[src/rtl/spi_pkg.sv]
// Shared types and helpers for the SPI frame controller slice.
package spi_pkg;

  typedef enum logic [1:0] {IDLE, SETUP, XFER, HOLD} frame_state_t;

  // Bits needed to index n entries, never less than 1.
  function automatic int clog2_safe(input int n);
    int r;
    r = 1;
    for (int i = 1; i < 31; i++)
      if ((1 << i) < n) r = i + 1;
    return r;
  endfunction

endpackage

[src/rtl/spi_sync_fifo.sv]
// Single-clock FIFO with a combinational head read; used as the TX byte buffer.
module spi_sync_fifo
  import spi_pkg::*;
#(
  parameter  int DATA_WIDTH = 8,
  parameter  int DEPTH      = 8,
  localparam int PTR_W      = clog2_safe(DEPTH)
) (
  input  logic                  clk,
  input  logic                  reset,
  input  logic                  wr_en,
  input  logic [DATA_WIDTH-1:0] wr_data,
  output logic                  full,
  input  logic                  rd_en,
  output logic [DATA_WIDTH-1:0] rd_data,
  output logic                  empty,
  output logic [PTR_W:0]        count
);

  logic [DATA_WIDTH-1:0] mem [DEPTH];
  logic [PTR_W-1:0]      wr_ptr, rd_ptr;
  logic                  do_wr, do_rd;

  assign empty   = (count == '0);
  assign full    = (count == (PTR_W+1)'(DEPTH));
  assign rd_data = mem[rd_ptr];

  // A read frees a slot in the same cycle, so a full FIFO may take a write alongside it.
  assign do_rd = rd_en && !empty;
  assign do_wr = wr_en && (!full || do_rd);

  always_ff @(posedge clk) begin
    if (do_wr) mem[wr_ptr] <= wr_data;
  end

  always_ff @(posedge clk) begin
    if (reset) begin
      wr_ptr <= '0;
      rd_ptr <= '0;
      count  <= '0;
    end else begin
      if (do_wr) wr_ptr <= wr_ptr + 1'b1;
      if (do_rd) rd_ptr <= rd_ptr + 1'b1;
      case ({do_wr, do_rd})
        2'b10:   count <= count + 1'b1;
        2'b01:   count <= count - 1'b1;
        default: count <= count;
      endcase
    end
  end

endmodule

[src/rtl/spi_frame_ctrl.sv]
// Frame controller in front of the SPI master core: TX FIFO, slave select timing, RX return.
// Define SPI_RX_OVERRUN_EN to add the sticky o_rx_overrun flag.
module spi_frame_ctrl
  import spi_pkg::*;
#(
  parameter int DATA_WIDTH   = 8,
  parameter int FIFO_DEPTH   = 8,
  parameter int LEN_WIDTH    = 8,
  parameter int SS_SETUP_CYC = 4,
  parameter int SS_HOLD_CYC  = 4
) (
  input  logic                  clk,
  input  logic                  reset,
  input  logic [DATA_WIDTH-1:0] i_tx_data,
  input  logic                  i_tx_valid,
  output logic                  o_tx_ready,
  input  logic                  i_start,
  input  logic [LEN_WIDTH-1:0]  i_len,
  output logic                  o_busy,
  output logic                  o_ss_n,
  output logic [DATA_WIDTH-1:0] o_spi_data,
  output logic                  o_spi_valid,
  input  logic                  i_spi_ready,
  input  logic                  i_spi_done,
  input  logic [DATA_WIDTH-1:0] i_spi_rx_data,
  output logic [DATA_WIDTH-1:0] o_rx_data,
  output logic                  o_rx_valid,
  input  logic                  i_rx_ready,
  output logic                  o_frame_done
`ifdef SPI_RX_OVERRUN_EN
  ,
  output logic                  o_rx_overrun
`endif
);

  localparam int PTR_W = clog2_safe(FIFO_DEPTH);
  localparam int TMR_W = clog2_safe((SS_SETUP_CYC > SS_HOLD_CYC) ? SS_SETUP_CYC : SS_HOLD_CYC);

  frame_state_t         state, state_nxt;
  logic [TMR_W-1:0]     timer, timer_nxt;
  logic [LEN_WIDTH-1:0] len_rem, len_rem_nxt;
  logic [LEN_WIDTH-1:0] len_cap, issued;
  logic                 start_ok, frame_done_q;
  logic                 fifo_wr, fifo_rd, fifo_full, fifo_empty;
  logic [PTR_W:0]       fifo_cnt_unused;

  assign fifo_wr = i_tx_valid && o_tx_ready;
  assign fifo_rd = o_spi_valid && i_spi_ready;

  spi_sync_fifo #(.DATA_WIDTH(DATA_WIDTH), .DEPTH(FIFO_DEPTH)) u_fifo (
    .clk     (clk),
    .reset   (reset),
    .wr_en   (fifo_wr),
    .wr_data (i_tx_data),
    .full    (fifo_full),
    .rd_en   (fifo_rd),
    .rd_data (o_spi_data),
    .empty   (fifo_empty),
    .count   (fifo_cnt_unused)
  );

  assign start_ok     = (state == IDLE) && i_start && (i_len != '0);
  assign o_tx_ready   = !fifo_full;
  assign o_busy       = (state != IDLE);
  assign o_ss_n       = (state == IDLE);
  assign o_frame_done = frame_done_q;
  // Offers are bounded by the issued count, so surplus FIFO bytes wait for the next frame.
  assign o_spi_valid  = (state == XFER) && !fifo_empty && (issued < len_cap);

  always_ff @(posedge clk) begin
    if (reset) begin
      state        <= IDLE;
      timer        <= '0;
      len_rem      <= '0;
      frame_done_q <= 1'b0;
    end else begin
      state        <= state_nxt;
      timer        <= timer_nxt;
      len_rem      <= len_rem_nxt;
      frame_done_q <= (state == HOLD) && (timer == '0);
    end
  end

  always_comb begin
    state_nxt   = state;
    timer_nxt   = timer;
    len_rem_nxt = len_rem;
    case (state)
      IDLE: if (start_ok) begin
        state_nxt   = SETUP;
        timer_nxt   = TMR_W'(SS_SETUP_CYC - 1);
        len_rem_nxt = i_len;
      end
      SETUP: begin
        if (timer == '0) state_nxt = XFER;
        else             timer_nxt = timer - 1'b1;
      end
      XFER: if (i_spi_done) begin
        len_rem_nxt = len_rem - 1'b1;
        if (len_rem == LEN_WIDTH'(1)) begin
          state_nxt = HOLD;
          timer_nxt = TMR_W'(SS_HOLD_CYC - 1);
        end
      end
      HOLD: begin
        if (timer == '0) state_nxt = IDLE;
        else             timer_nxt = timer - 1'b1;
      end
      default: state_nxt = IDLE;
    endcase
  end

  always_ff @(posedge clk) begin
    if (reset) begin
      issued  <= '0;
      len_cap <= '0;
    end else if (start_ok) begin
      issued  <= '0;
      len_cap <= i_len;
    end else if (fifo_rd) begin
      issued  <= issued + 1'b1;
    end
  end

  // RX capture runs in every state; a done always lands in the output register.
  always_ff @(posedge clk) begin
    if (reset) begin
      o_rx_data  <= '0;
      o_rx_valid <= 1'b0;
    end else if (i_spi_done) begin
      o_rx_data  <= i_spi_rx_data;
      o_rx_valid <= 1'b1;
    end else if (i_rx_ready) begin
      o_rx_valid <= 1'b0;
    end
  end

`ifdef SPI_RX_OVERRUN_EN
  always_ff @(posedge clk) begin
    if (reset)                                        o_rx_overrun <= 1'b0;
    else if (i_spi_done && o_rx_valid && !i_rx_ready) o_rx_overrun <= 1'b1;
    else if (start_ok)                                o_rx_overrun <= 1'b0;
  end
`endif

endmodule
[config.mk]
export PLATFORM = sky130hd
export DESIGN_NAME = spi_frame_ctrl
export DESIGN_NICKNAME = d
export VERILOG_FILES = /design/src/rtl/spi_pkg.sv /design/src/rtl/spi_sync_fifo.sv /design/src/rtl/spi_frame_ctrl.sv
export SDC_FILE = /design/constraint.sdc
export NUM_CORES = 1
export LEC_CHECK = 0
export ABC_AREA = 0
export BUFFER_PORTS_ARGS = -buffer_cell sky130_fd_sc_hd__buf_2
export CAP_MARGIN = 0
export CORE_MARGIN = 1.5
export CORE_UTILIZATION = 53
export DETAILED_ROUTE_END_ITERATION = 7
export GPL_TIMING_DRIVEN = 0
export PLACE_DENSITY = 0.76
export REMOVE_ABC_BUFFERS = 1
export SLEW_MARGIN = 20
export SYNTH_ARGS = -nofsm -noshare
export SYNTH_HDL_FRONTEND = slang
export SYNTH_SLANG_ARGS = --single-unit
[constraint.sdc]
create_clock -name clk -period 2.95 [get_ports clk]
set_input_delay 0.1475 -clock clk [delete_from_list [all_inputs] [get_ports clk]]
set_output_delay 0.1475 -clock clk [all_outputs]
set_load 0.03 [all_outputs]
==> flow_summary.html <==
<table>
<tr><th>Metric</th><th>Value</th></tr>
<tr><th colspan="2">Drt</th></tr>
<tr><td>Number of detailed-routing iterations run before antenna repair</td><td>5</td></tr>
<tr><td>Count of routing violations after the opening detailed-route iteration</td><td>119</td></tr>
<tr><td>Via/cell ratio</td><td>5.481</td></tr>
<tr><td>Total number of vias</td><td>3486</td></tr>
<tr><td>Routed length per instance</td><td>16.41 um</td></tr>
<tr><td>Wirelength, routed</td><td>10440 um</td></tr>
<tr><td>Post-detailed-route count of antenna-violating nets</td><td>0</td></tr>
<tr><td>Post-detailed-route DRC marker count</td><td>0</td></tr>
<tr><th colspan="2">Hold path</th></tr>
<tr><td>Kind of path behind the tightest hold check</td><td>in2reg</td></tr>
<tr><td>Hold Crit Endpoint</td><td>o_rx_valid</td></tr>
<tr><td>Worst Min Path Start</td><td>i_spi_done</td></tr>
<tr><td>Number of cells traversed by the worst hold path</td><td>3</td></tr>
<tr><th colspan="2">Floorplan</th></tr>
<tr><td>Die height</td><td>100.8 um</td></tr>
<tr><td>Number of placement rows</td><td>35</td></tr>
<tr><td>Overall die area</td><td>0.01017 mm^2</td></tr>
<tr><td>Starting density of the core</td><td>0.5490</td></tr>
<tr><td>Area of the placeable core</td><td>0.009240 mm^2</td></tr>
<tr><td>Width of the die</td><td>100.8 um</td></tr>
<tr><td>Number of placed I/O pins</td><td>53</td></tr>
<tr><th colspan="2">Power</th></tr>
<tr><td>Power Internal</td><td>3.527 mW</td></tr>
<tr><td>Combinational share of power</td><td>0.224</td></tr>
<tr><td>Fraction of power spent switching nets</td><td>0.3069</td></tr>
<tr><td>Part of the power in the clock network</td><td>0.394</td></tr>
<tr><td>Worst IR Drop VDD</td><td>551.2 uV</td></tr>
<tr><td>Relative contribution of sequential cells to total power</td><td>0.382</td></tr>
<tr><td>Power density relative to cell area</td><td>795.9 mW/mm^2</td></tr>
<tr><td>Leak pwr</td><td>2.429 nW</td></tr>
<tr><td>Net load switching power</td><td>1.562 mW</td></tr>
<tr><td>Total power</td><td>5.088 mW</td></tr>
<tr><th colspan="2">Synthesis</th></tr>
<tr><td>Top FF cell, synth</td><td>sky130_fd_sc_hd__edfxtp_1</td></tr>
<tr><td>Number of synthesized flops with an enable pin</td><td>64</td></tr>
<tr><td>Synthesis-stage register bit count</td><td>115</td></tr>
<tr><td>Total of warnings raised by yosys</td><td>0</td></tr>
<tr><td>FFs w/ async S/R, synth</td><td>0</td></tr>
<tr><td>Mapped Area</td><td>0.005072 mm^2</td></tr>
<tr><td>Mean area per synthesized cell</td><td>12.46 um^2</td></tr>
<tr><td>Register area share after synthesis</td><td>0.5802</td></tr>
<tr><td>Number of instances in the synthesized netlist</td><td>407</td></tr>
<tr><td>Synth cell types</td><td>51</td></tr>
<tr><th colspan="2">CTS</th></tr>
<tr><td>Sink Count</td><td>115</td></tr>
<tr><td>H-Tree Level Count</td><td>4</td></tr>
<tr><td>Source-to-sink clock delay at the later pin of the worst-skew pair</td><td>0.52 ns</td></tr>
<tr><td>Worst-path clk slew</td><td>0.06 ns</td></tr>
<tr><td>Clock tree from TritonCTS</td><td>done</td></tr>
<tr><td>Max clock buf depth</td><td>2</td></tr>
<tr><td>Buffer cell driving the clock tree root</td><td>sky130_fd_sc_hd__clkbuf_8</td></tr>
<tr><td>Total CTS buffers</td><td>17</td></tr>
<tr><th colspan="2">Worst setup path</th></tr>
<tr><td>Data arrival time of the critical path</td><td>3.29 ns</td></tr>
<tr><td>Critical path's top delay family</td><td>compound AO/OA/AOI/OAI gates</td></tr>
<tr><td>Crit Reg-Reg Endpoint</td><td>u_fifo.count[3]</td></tr>
<tr><td>Slowest cell delay on critical path</td><td>0.43 ns</td></tr>
<tr><td>Critical Path, Cell by Cell</td><td>inv_1 -&gt; ha_4 -&gt; a211oi_2 -&gt; o21ai_2 -&gt; a2111oi_4 -&gt; ha_2 -&gt; ha_1 -&gt; a21o_1 -&gt; a21oi_2 -&gt; xnor2_1 -&gt; or3_1 -&gt; a21oi_1</td></tr>
<tr><td>CP max stage cell</td><td>sky130_fd_sc_hd__a2111oi_4</td></tr>
<tr><td>Critical path buffer and inverter count</td><td>1</td></tr>
<tr><td>Setup slack of the worst register-to-register path</td><td>0.1 ns</td></tr>
<tr><td>Type of origin of the critical path</td><td>flop</td></tr>
<tr><td>Biggest fanout along the worst timing path</td><td>2</td></tr>
<tr><td>Origin of the critical flop-to-flop path</td><td>len_cap[2]</td></tr>
<tr><td>Setup crit end kind</td><td>flop</td></tr>
<tr><td>Worst reg-to-reg path cell count</td><td>12</td></tr>
<tr><td>Setup Crit Path Kind</td><td>reg2reg</td></tr>
<tr><td>CP Data Required Time</td><td>3.39 ns</td></tr>
<tr><th colspan="2">Layout</th></tr>
<tr><td>Layout Area Growth over Synthesis</td><td>26.05%</td></tr>
<tr><td>Leading cell types in the layout, fill and taps excluded</td><td>sky130_fd_sc_hd__edfxtp_1, sky130_fd_sc_hd__buf_2, sky130_fd_sc_hd__nor2_1</td></tr>
<tr><td>Most frequent standard cell in the layout excluding fill and tap cells</td><td>sky130_fd_sc_hd__edfxtp_1</td></tr>
<tr><td>Final core utilization</td><td>0.6919</td></tr>
<tr><td>Share of post-route cells with drive strength above 1</td><td>0.2880</td></tr>
<tr><td>Final net count</td><td>546</td></tr>
<tr><td>Antenna diode count</td><td>0</td></tr>
<tr><th colspan="2">GRT</th></tr>
<tr><td>Maximum number of pins on one net before global-route repair</td><td>48</td></tr>
<tr><td>Global router's overall resource usage</td><td>0.2191</td></tr>
<tr><td>Sum of overflow across all layers after global routing</td><td>0</td></tr>
<tr><td>Via count of the first global-routing pass</td><td>3488</td></tr>
<tr><td>Global-route wire length before repair</td><td>16680 um</td></tr>
<tr><td>Number of antenna violations at the first check in global routing</td><td>0</td></tr>
<tr><th colspan="2">Place</th></tr>
<tr><td>Final weighted congestion in routability-driven placement</td><td>0.8192</td></tr>
<tr><td>Placed wire-length estimate after detailed placement</td><td>6271 um</td></tr>
<tr><td>Placement-stage worst setup slack</td><td>-0.6630 ns</td></tr>
<tr><td>Number of port buffers</td><td>52</td></tr>
<tr><th colspan="2">STA</th></tr>
<tr><td>Ratio of final minimum period to clock period</td><td>0.9669</td></tr>
<tr><td>Worst slew pin tran</td><td>0.9839 ns</td></tr>
<tr><td>Setup-failing EPs final</td><td>0</td></tr>
<tr><td>Hold slack final</td><td>0.04013 ns</td></tr>
<tr><td>Final worst-path setup slack</td><td>0.09775 ns</td></tr>
<tr><td>Final critical path time including I/O delays and setup</td><td>2.852 ns</td></tr>
<tr><td>Max Slew Vio Count</td><td>0</td></tr>
<tr><td>Relative max-transition margin</td><td>0.3416</td></tr>
<tr><td>Post-Route Setup TNS</td><td>0 ns</td></tr>
<tr><td>Maximum clock frequency</td><td>0.3506 GHz</td></tr>
<tr><td>Total count of hold-check failures in the final report</td><td>0</td></tr>
<tr><td>Setup Skew</td><td>0.01284 ns</td></tr>
<tr><th colspan="2">Status</th></tr>
<tr><td>Run status</td><td>completed</td></tr>
<tr><th colspan="2">Flow run</th></tr>
<tr><td>Number of maximum-capacitance constraint violations</td><td>0</td></tr>
</table>
==> timing repair <==
action / 4_1_cts / 5_1_grt
hold buffers: 26 / 0
setup endpoints to repair: 3 / 1
resized for setup: 5 / 8
buffers inserted: 3 / 2
cloned: 0 / 0
endpoints found under the hold margin: 83 / 0
pin swaps: 1 / 2
==> registers in the layout, indices dropped and copies added, names as in the netlist, named ones only <==
register,flops
len_rem,8
o_rx_data,8
u_fifo.count,4
state,2
u_fifo.rd_ptr,3
len_cap,8
u_fifo.wr_ptr,3
o_frame_done,1
u_fifo.mem,64
o_rx_valid,1
timer,2
issued,8
==> tightest hold or removal path, stage by stage <==
cell	delay, ns
sky130_fd_sc_hd__buf_2	0.19
sky130_fd_sc_hd__inv_1	0.11
sky130_fd_sc_hd__a21oi_1	0.06
==> worst max path at each step <==
stage | depth (start not counted) | to | from
global route | 12 | u_fifo.count[3] | len_cap[2]
CTS | 12 | u_fifo.count[3] | len_cap[2]
finish | 12 | u_fifo.count[3] | len_cap[2]
floorplan | 11 | u_fifo.count[3] | state[0]
detailed placement | 11 | u_fifo.count[3] | state[0]
global placement | 11 | u_fifo.count[3] | state[0]
==> final cells by class <==
cell class | instances | area [um^2]
clock inverter | 15 | 170.2
inverter | 22 | 82.58
timing repair buffer | 84 | 563.0
clock buffer | 17 | 414.1
sequential | 115 | 2948
tap | 129 | 161.4
multi-input combinational | 254 | 2054
fill | 643 | 2846
==> power by group through the flow <==
stage               clock network [mW]  logic (mW)  registers (mW)
finish                            2.00        1.14            1.94
floorplan                            0       0.790            1.96
CTS                               2.02        1.10            1.94
global route                      2.10        1.27            1.96
detailed placement                   0        1.05            1.97
global placement                     0        1.00            1.96
==> synth_stat cells, types with 3 or more instances <==
cell type | instances | area share
sky130_fd_sc_hd__mux4_2 | 16 | 0.071
sky130_fd_sc_hd__xnor2_1 | 3 | 0.0052
sky130_fd_sc_hd__or3_1 | 7 | 0.0086
sky130_fd_sc_hd__ha_1 | 20 | 0.049
sky130_fd_sc_hd__mux2_2 | 10 | 0.022
sky130_fd_sc_hd__mux2i_1 | 16 | 0.032
sky130_fd_sc_hd__nor4_1 | 3 | 0.0037
sky130_fd_sc_hd__nor3_1 | 8 | 0.0079
sky130_fd_sc_hd__o21ai_0 | 14 | 0.014
sky130_fd_sc_hd__a211oi_2 | 3 | 0.0074
sky130_fd_sc_hd__buf_2 | 4 | 0.0039
sky130_fd_sc_hd__a211oi_1 | 6 | 0.0089
sky130_fd_sc_hd__nor2_1 | 48 | 0.036
sky130_fd_sc_hd__inv_1 | 22 | 0.016
sky130_fd_sc_hd__nand2_1 | 23 | 0.017
sky130_fd_sc_hd__clkbuf_1 | 10 | 0.0074
sky130_fd_sc_hd__nand2b_1 | 5 | 0.0062
sky130_fd_sc_hd__nor2b_1 | 5 | 0.0062
sky130_fd_sc_hd__nand4_1 | 3 | 0.0037
sky130_fd_sc_hd__xor2_1 | 4 | 0.0069
sky130_fd_sc_hd__edfxtp_1 | 64 | 0.38
sky130_fd_sc_hd__dfxtp_1 | 51 | 0.20
sky130_fd_sc_hd__a21oi_1 | 25 | 0.025
sky130_fd_sc_hd__nand3_1 | 5 | 0.0049
==> routing by layer <==
layer	wire length (um)	GRT usage	up-vias
li1	-	-	1672
met1	4611	0.2759	1719
met2	5304	0.3643	84
met3	417	0.05340	11
met4	106	0.08884	0
met5	0	0	-
==> per-stage QoR <==
step | cell area [um^2] | std cells
final | 6394 | 636
after floorplan | 5004 | 391
after detailed placement | 5456 | 573
after global placement | 5425 | 572
after CTS | 6340 | 634
after global routing | 6394 | 636
==> cell families (layout without fill, tap and decap cells) <==
kind of cell	Yosys count	after routing	share of synthesized area
compound gates	65	65	0.08782
mux	42	42	0.1248
buf+inv	38	138	0.02985
xor+xnor	7	7	0.01209
simple gates	119	119	0.1120
flops	115	115	0.5802
fa+ha+maj	21	21	0.05328
(Power assumes the default switching activity.)
